<file path="config.mk">
export PLATFORM = sky130hd
export DESIGN_NAME = lif_neuron
export DESIGN_NICKNAME = d
export VERILOG_FILES = /design/src/rtl/lif_neuron.sv
export SDC_FILE = /design/constraint.sdc
export NUM_CORES = 1
export LEC_CHECK = 0
export ABC_AREA = 1
export ABC_CLOCK_PERIOD_IN_PS = 2500
export BUFFER_PORTS_ARGS = -buffer_cell sky130_fd_sc_hd__buf_2
export CAP_MARGIN = 0
export CORE_MARGIN = 2
export CORE_UTILIZATION = 23
export CTS_CLUSTER_DIAMETER = 80
export CTS_CLUSTER_SIZE = 24
export DETAILED_ROUTE_END_ITERATION = 10
export GPL_ROUTABILITY_DRIVEN = 0
export PLACE_DENSITY = 0.51
export SYNTH_ARGS = -nofsm -noshare
export SYNTH_HDL_FRONTEND = slang
export SYNTH_SLANG_ARGS = --single-unit
</file>
<file path="constraint.sdc">
create_clock -name clk -period 2.5 [get_ports clk]
set_input_delay 0.125 -clock clk [delete_from_list [all_inputs] [get_ports clk]]
set_output_delay 0.125 -clock clk [all_outputs]
set_load 0.05 [all_outputs]
</file>
<file path="src/rtl/lif_neuron.sv">
// Leaky integrate-and-fire neuron fed by the 9-bit output of an 8-input adder tree.
// The membrane potential leaks by a right shift on every accepted sum, fires when it
// reaches the threshold, then holds off upstream for a refractory window.
module lif_neuron #(
    parameter int VW      = 12,
    parameter int VTH     = 200,
    parameter int LEAK_SH = 3,
    parameter int T_REF   = 4
) (
    input  logic          clk,
    input  logic          rst,
    input  logic          in_valid,
    output logic          in_ready,
    input  logic [7:0]    in_sum,
    input  logic          in_co,
    output logic          spike,
    output logic [VW-1:0] v_mem,
    output logic          refrac,
    output logic [15:0]   spike_cnt
);

    typedef enum logic {
        INTEG  = 1'b0,
        REFRAC = 1'b1
    } state_t;

    // Counter load value on a fire; T_REF of zero never enters REFRAC, so its value is irrelevant
    localparam logic [7:0]  REF_INIT = (T_REF > 0) ? 8'(T_REF - 1) : 8'd0;
    localparam logic [VW:0] MAX_V    = {1'b0, {VW{1'b1}}};
    localparam logic [VW-1:0] THRESH = VW'(VTH);

    state_t         r_state;
    logic [7:0]     r_refCnt;
    logic [VW-1:0]  r_vMem;
    logic           r_spike;
    logic [15:0]    r_spikeCnt;

    logic [VW:0]    w_x;
    logic [VW:0]    w_leak;
    logic [VW:0]    w_u;
    logic [VW-1:0]  w_vn;
    logic           w_fire;
    logic           w_accept;

    // Ready depends only on state and reset so upstream never sees a combinational loop through valid
    assign in_ready  = (r_state == INTEG) && !rst;
    assign w_accept  = in_valid && in_ready;

    // Next potential: leak first, then integrate, one bit wider than the register so overflow is visible
    assign w_x    = {{(VW - 8){1'b0}}, in_co, in_sum};
    assign w_leak = {1'b0, r_vMem >> LEAK_SH};
    assign w_u    = {1'b0, r_vMem} - w_leak + w_x;
    assign w_vn   = (w_u > MAX_V) ? {VW{1'b1}} : w_u[VW-1:0];
    assign w_fire = (w_vn >= THRESH);

    assign spike     = r_spike;
    assign v_mem     = r_vMem;
    assign refrac    = (r_state == REFRAC);
    assign spike_cnt = r_spikeCnt;

    // Integrate/fire state machine with registered potential, spike pulse and spike counter
    always_ff @(posedge clk) begin
        if (rst) begin
            r_state    <= INTEG;
            r_refCnt   <= 8'd0;
            r_vMem     <= '0;
            r_spike    <= 1'b0;
            r_spikeCnt <= 16'd0;
        end else begin
            r_spike <= 1'b0;
            case (r_state)
                INTEG: begin
                    if (w_accept) begin
                        if (w_fire) begin
                            r_vMem  <= '0;
                            r_spike <= 1'b1;
                            if (r_spikeCnt != 16'hFFFF) begin
                                r_spikeCnt <= r_spikeCnt + 16'd1;
                            end
                            if (T_REF > 0) begin
                                r_state  <= REFRAC;
                                r_refCnt <= REF_INIT;
                            end
                        end else begin
                            r_vMem <= w_vn;
                        end
                    end
                end
                REFRAC: begin
                    if (r_refCnt == 8'd0) begin
                        r_state <= INTEG;
                    end else begin
                        r_refCnt <= r_refCnt - 8'd1;
                    end
                end
                default: begin
                    r_state <= INTEG;
                end
            endcase
        end
    end

endmodule

</file>
==> impl_metrics.env <==
export IMPL_status="complete, but fails checks"
export IMPL_violations="setup timing"
export IMPL_grt_pass1_wl_um=14900
export IMPL_drtIter0Drc=65
export IMPL_crit_path_end_kind="flop"
export IMPL_nNetsFinal=584
export IMPL_crit_path_start_kind="flop"
export IMPL_rsz0062_at_grt="true"
export IMPL_area_growth_pct=40.9
export IMPL_crit_path_top_delay_cell="fa_2"
export IMPL_final_min_clock_period_ns=2.71
export IMPL_drive_above_1_share_pct=41.5
export IMPL_drt_total_wl_um=8800
export IMPL_synth_top_cell_area_share_pct=24.4
export IMPL_synth_seq_area_share_pct=24.4
export IMPL_syn_nets=502
export IMPL_maxCapViolCount=0
export IMPL_diodes=0
export IMPL_wire_per_inst_um=12.1
export IMPL_grt_max_degree=36
export IMPL_cp_required_ns=2.71
export IMPL_antenna_found_initial=0
export IMPL_pin_count=43
export IMPL_cp_startpoint="v_mem[1]"
export IMPL_dpl_hpwl_um=6930
export IMPL_cts_sinks=38
export IMPL_clockRootBuffer="clkbuf_16"
export IMPL_vias=3118
export IMPL_finalSetupViolCount=34
export IMPL_die_h_um=121
export IMPL_dieArea_um2=14500
export IMPL_place_inst=713
export IMPL_avgSynthCellArea_um2=6.70
export IMPL_relSlewSlack_pct=70.6
export IMPL_irDropWorstVdd_v=0.000232
export IMPL_seq_area_um2=798
export IMPL_syn_inst=466
export IMPL_ys_warn_count=0
export IMPL_start_util_pct=23.6
export IMPL_track_usage_pct=12.6
export IMPL_vias_per_cell=4.30
export IMPL_worst_slew_pin_slew_ns=0.441
export IMPL_max_stage_delay_ns=0.59
export IMPL_hold_viol=0
export IMPL_finalWorstSetupSlack_ns=-0.212
export IMPL_netlist_area_um2=3120
export IMPL_drc=0
export IMPL_portBuffers=42
export IMPL_p_per_area_nw_per_um2=417
export IMPL_clk_latency_ns=0.29
export IMPL_path_buf_inv=2
export IMPL_whs_ns=0.270
export IMPL_multi_input_area_um2=2280
export IMPL_die_w_um=121
export IMPL_finClkSkew_ns=0.00911
export IMPL_fin_util_pct=33.2
export IMPL_fin_cells=725
export IMPL_cts_tree="yes"
export IMPL_crit_top_cell="nand2_4"
export IMPL_fp_row_count=42
export IMPL_synth_area_top_cells="dfxtp_1, nand2_1, inv_1"
export IMPL_rr_startpoint="v_mem[1]"
export IMPL_critPathMaxFanout=8
export IMPL_maxSlewViolCount=0
export IMPL_finalCritPeriodShare_pct=108
export IMPL_path_clk_slew_ns=0.06
export IMPL_overflow=0
export IMPL_core_area_um2=13200
export IMPL_drtPass1Iterations=4
export IMPL_hold_path_class="input port to flop"
export IMPL_clk_path_buf_depth=2
export IMPL_hold_start="in_sum[0]"
export IMPL_clock_fmax_ghz=0.369
export IMPL_synth_distinct_cells=32
export IMPL_grt_pass1_vias=3232
export IMPL_ys_ff_latch=38
export IMPL_cts_buffers=5
export IMPL_synth_largest_area_cell="dfxtp_1"
export IMPL_critPathKind="flop to flop"
export IMPL_arrival_ns=2.92
export IMPL_fillers=1434
export IMPL_cellLeakagePower_nw=2.02
export IMPL_drtAntennaViolNets=0
export IMPL_htree_levels=2
export IMPL_cp_top_family="adder cells"
export IMPL_cp_cell_sequence="inv_2, fa_2, inv_1, ha_1, nand3_2, nand3_4, a21oi_2, xor2_2, nand3b_4, nand2_4, nand2_4, nor2_4, nand2_1, a21oi_1"
==> cell usage in the layout, fill, tap and decap left out, types with 7 or more instances in the layout <==
cell / count
a21oi_1: 19
a21oi_2: 16
buf_2: 42
buf_4: 40
dfxtp_1: 26
dfxtp_4: 9
fa_1: 7
ha_4: 8
inv_1: 73
inv_2: 19
nand2_1: 94
nand2_2: 29
nand2_4: 10
nand3_1: 15
nand3_2: 12
nand4_1: 19
nor2_1: 25
nor2_2: 7
nor3_1: 8
xor2_1: 16
==> cell type report <==
cell class,instances,area share [%]
clock buffers,6,3.16
clock inverters,2,0.284
inverters,95,8.27
multi-input cells,322,51.9
flip-flops and latches,38,18.1
well taps,176,5.00
repair buffers,86,13.2
==> per-layer routing <==
metal | global-route usage [%] | vias up | share of wire [%]
li1 | - | 1617 | -
met1 | 14.8 | 1457 | 44
met2 | 23.4 | 32 | 52
met3 | 2.17 | 12 | 2.3
met4 | 3.34 | 0 | 1.3
met5 | 0 | - | 0
==> flip-flops by register name, summed over array words and instances (netlist names) <==
register / flops
r_refCnt: 8
refrac: 1
spike: 1
spike_cnt: 16
v_mem: 12
==> cells in the mapped netlist, drive strengths merged <==
library cell / count
nand2: 133
inv: 95
dfxtp: 38
a21oi: 35
nor2: 35
nand3: 31
nand4: 20
xor2: 17
ha: 15
nor3: 12
fa: 9
buf: 7
xnor2: 5
clkbuf: 4
nor4: 4
nand3b: 3
o21ai: 3
==> tightest hold or removal path, delay by kind of cell <==
family	cells	cell delay [ns]
AO/OA/AOI/OAI	2	0.16
adder cells (fa/ha/maj)	1	0.14
buffers and inverters	1	0.09
==> where the power goes <==
part / switching [W] / leakage, nW / total [W] / internal [W]
clock: 0.000267 / 0.0729 / 0.000663 / 0.000395
sequential: 0.0000119 / 0.316 / 0.000619 / 0.000607
combinational: 0.000317 / 1.63 / 0.000552 / 0.000235
total: 0.000596 / 2.02 / 0.00183 / 0.00124
==> stage by stage <==
stage / area [um2] / total power [W] / setup slack [ns] / TNS [ns]
after floorplan: 3350 / 0.000973 / -0.225 / -5.33
after global placement: 4030 / 0.00111 / -0.366 / -10.26
after detailed placement: 4030 / 0.00112 / -0.360 / -10.36
after CTS: 4250 / 0.00181 / -0.248 / -7.23
after global routing: 4400 / 0.00194 / -0.376 / -11.46
final: 4400 / 0.00183 / -0.212 / -6.07
==> worst paths after layout <==
kind	end	slack, ns	depth (start not counted)
setup / recovery	v_mem[3]	-0.21	14
hold / removal	v_mem[0]	0.27	4
setup reg to reg	v_mem[3]	-0.21	14
hold reg to reg	r_refCnt[1]	0.49	2
==> timing repair <==
action                                  in CTS  in global routing
buffers inserted                             2                  2
endpoints found under the setup margin      34                 34
pin swaps                                   10                 19
hold buffers                                 0                  0
hold endpoints to repair                     0                  0
gates resized for setup                     13                 41
==> cell families after synthesis <==
| group | count (synthesis) | share of synthesized area [%] |
|---|---|---|
| buffers and inverters | 106 | 14.0 |
| and+or+nand+nor | 238 | 36.5 |
| AOI/OAI and AO/OA | 38 | 7.17 |
| adders and majority gates | 24 | 11.8 |
| xor gates and xnor gates | 22 | 6.17 |
| DFF | 38 | 24.4 |
Note: power is estimated with default switching activity, not from simulation.
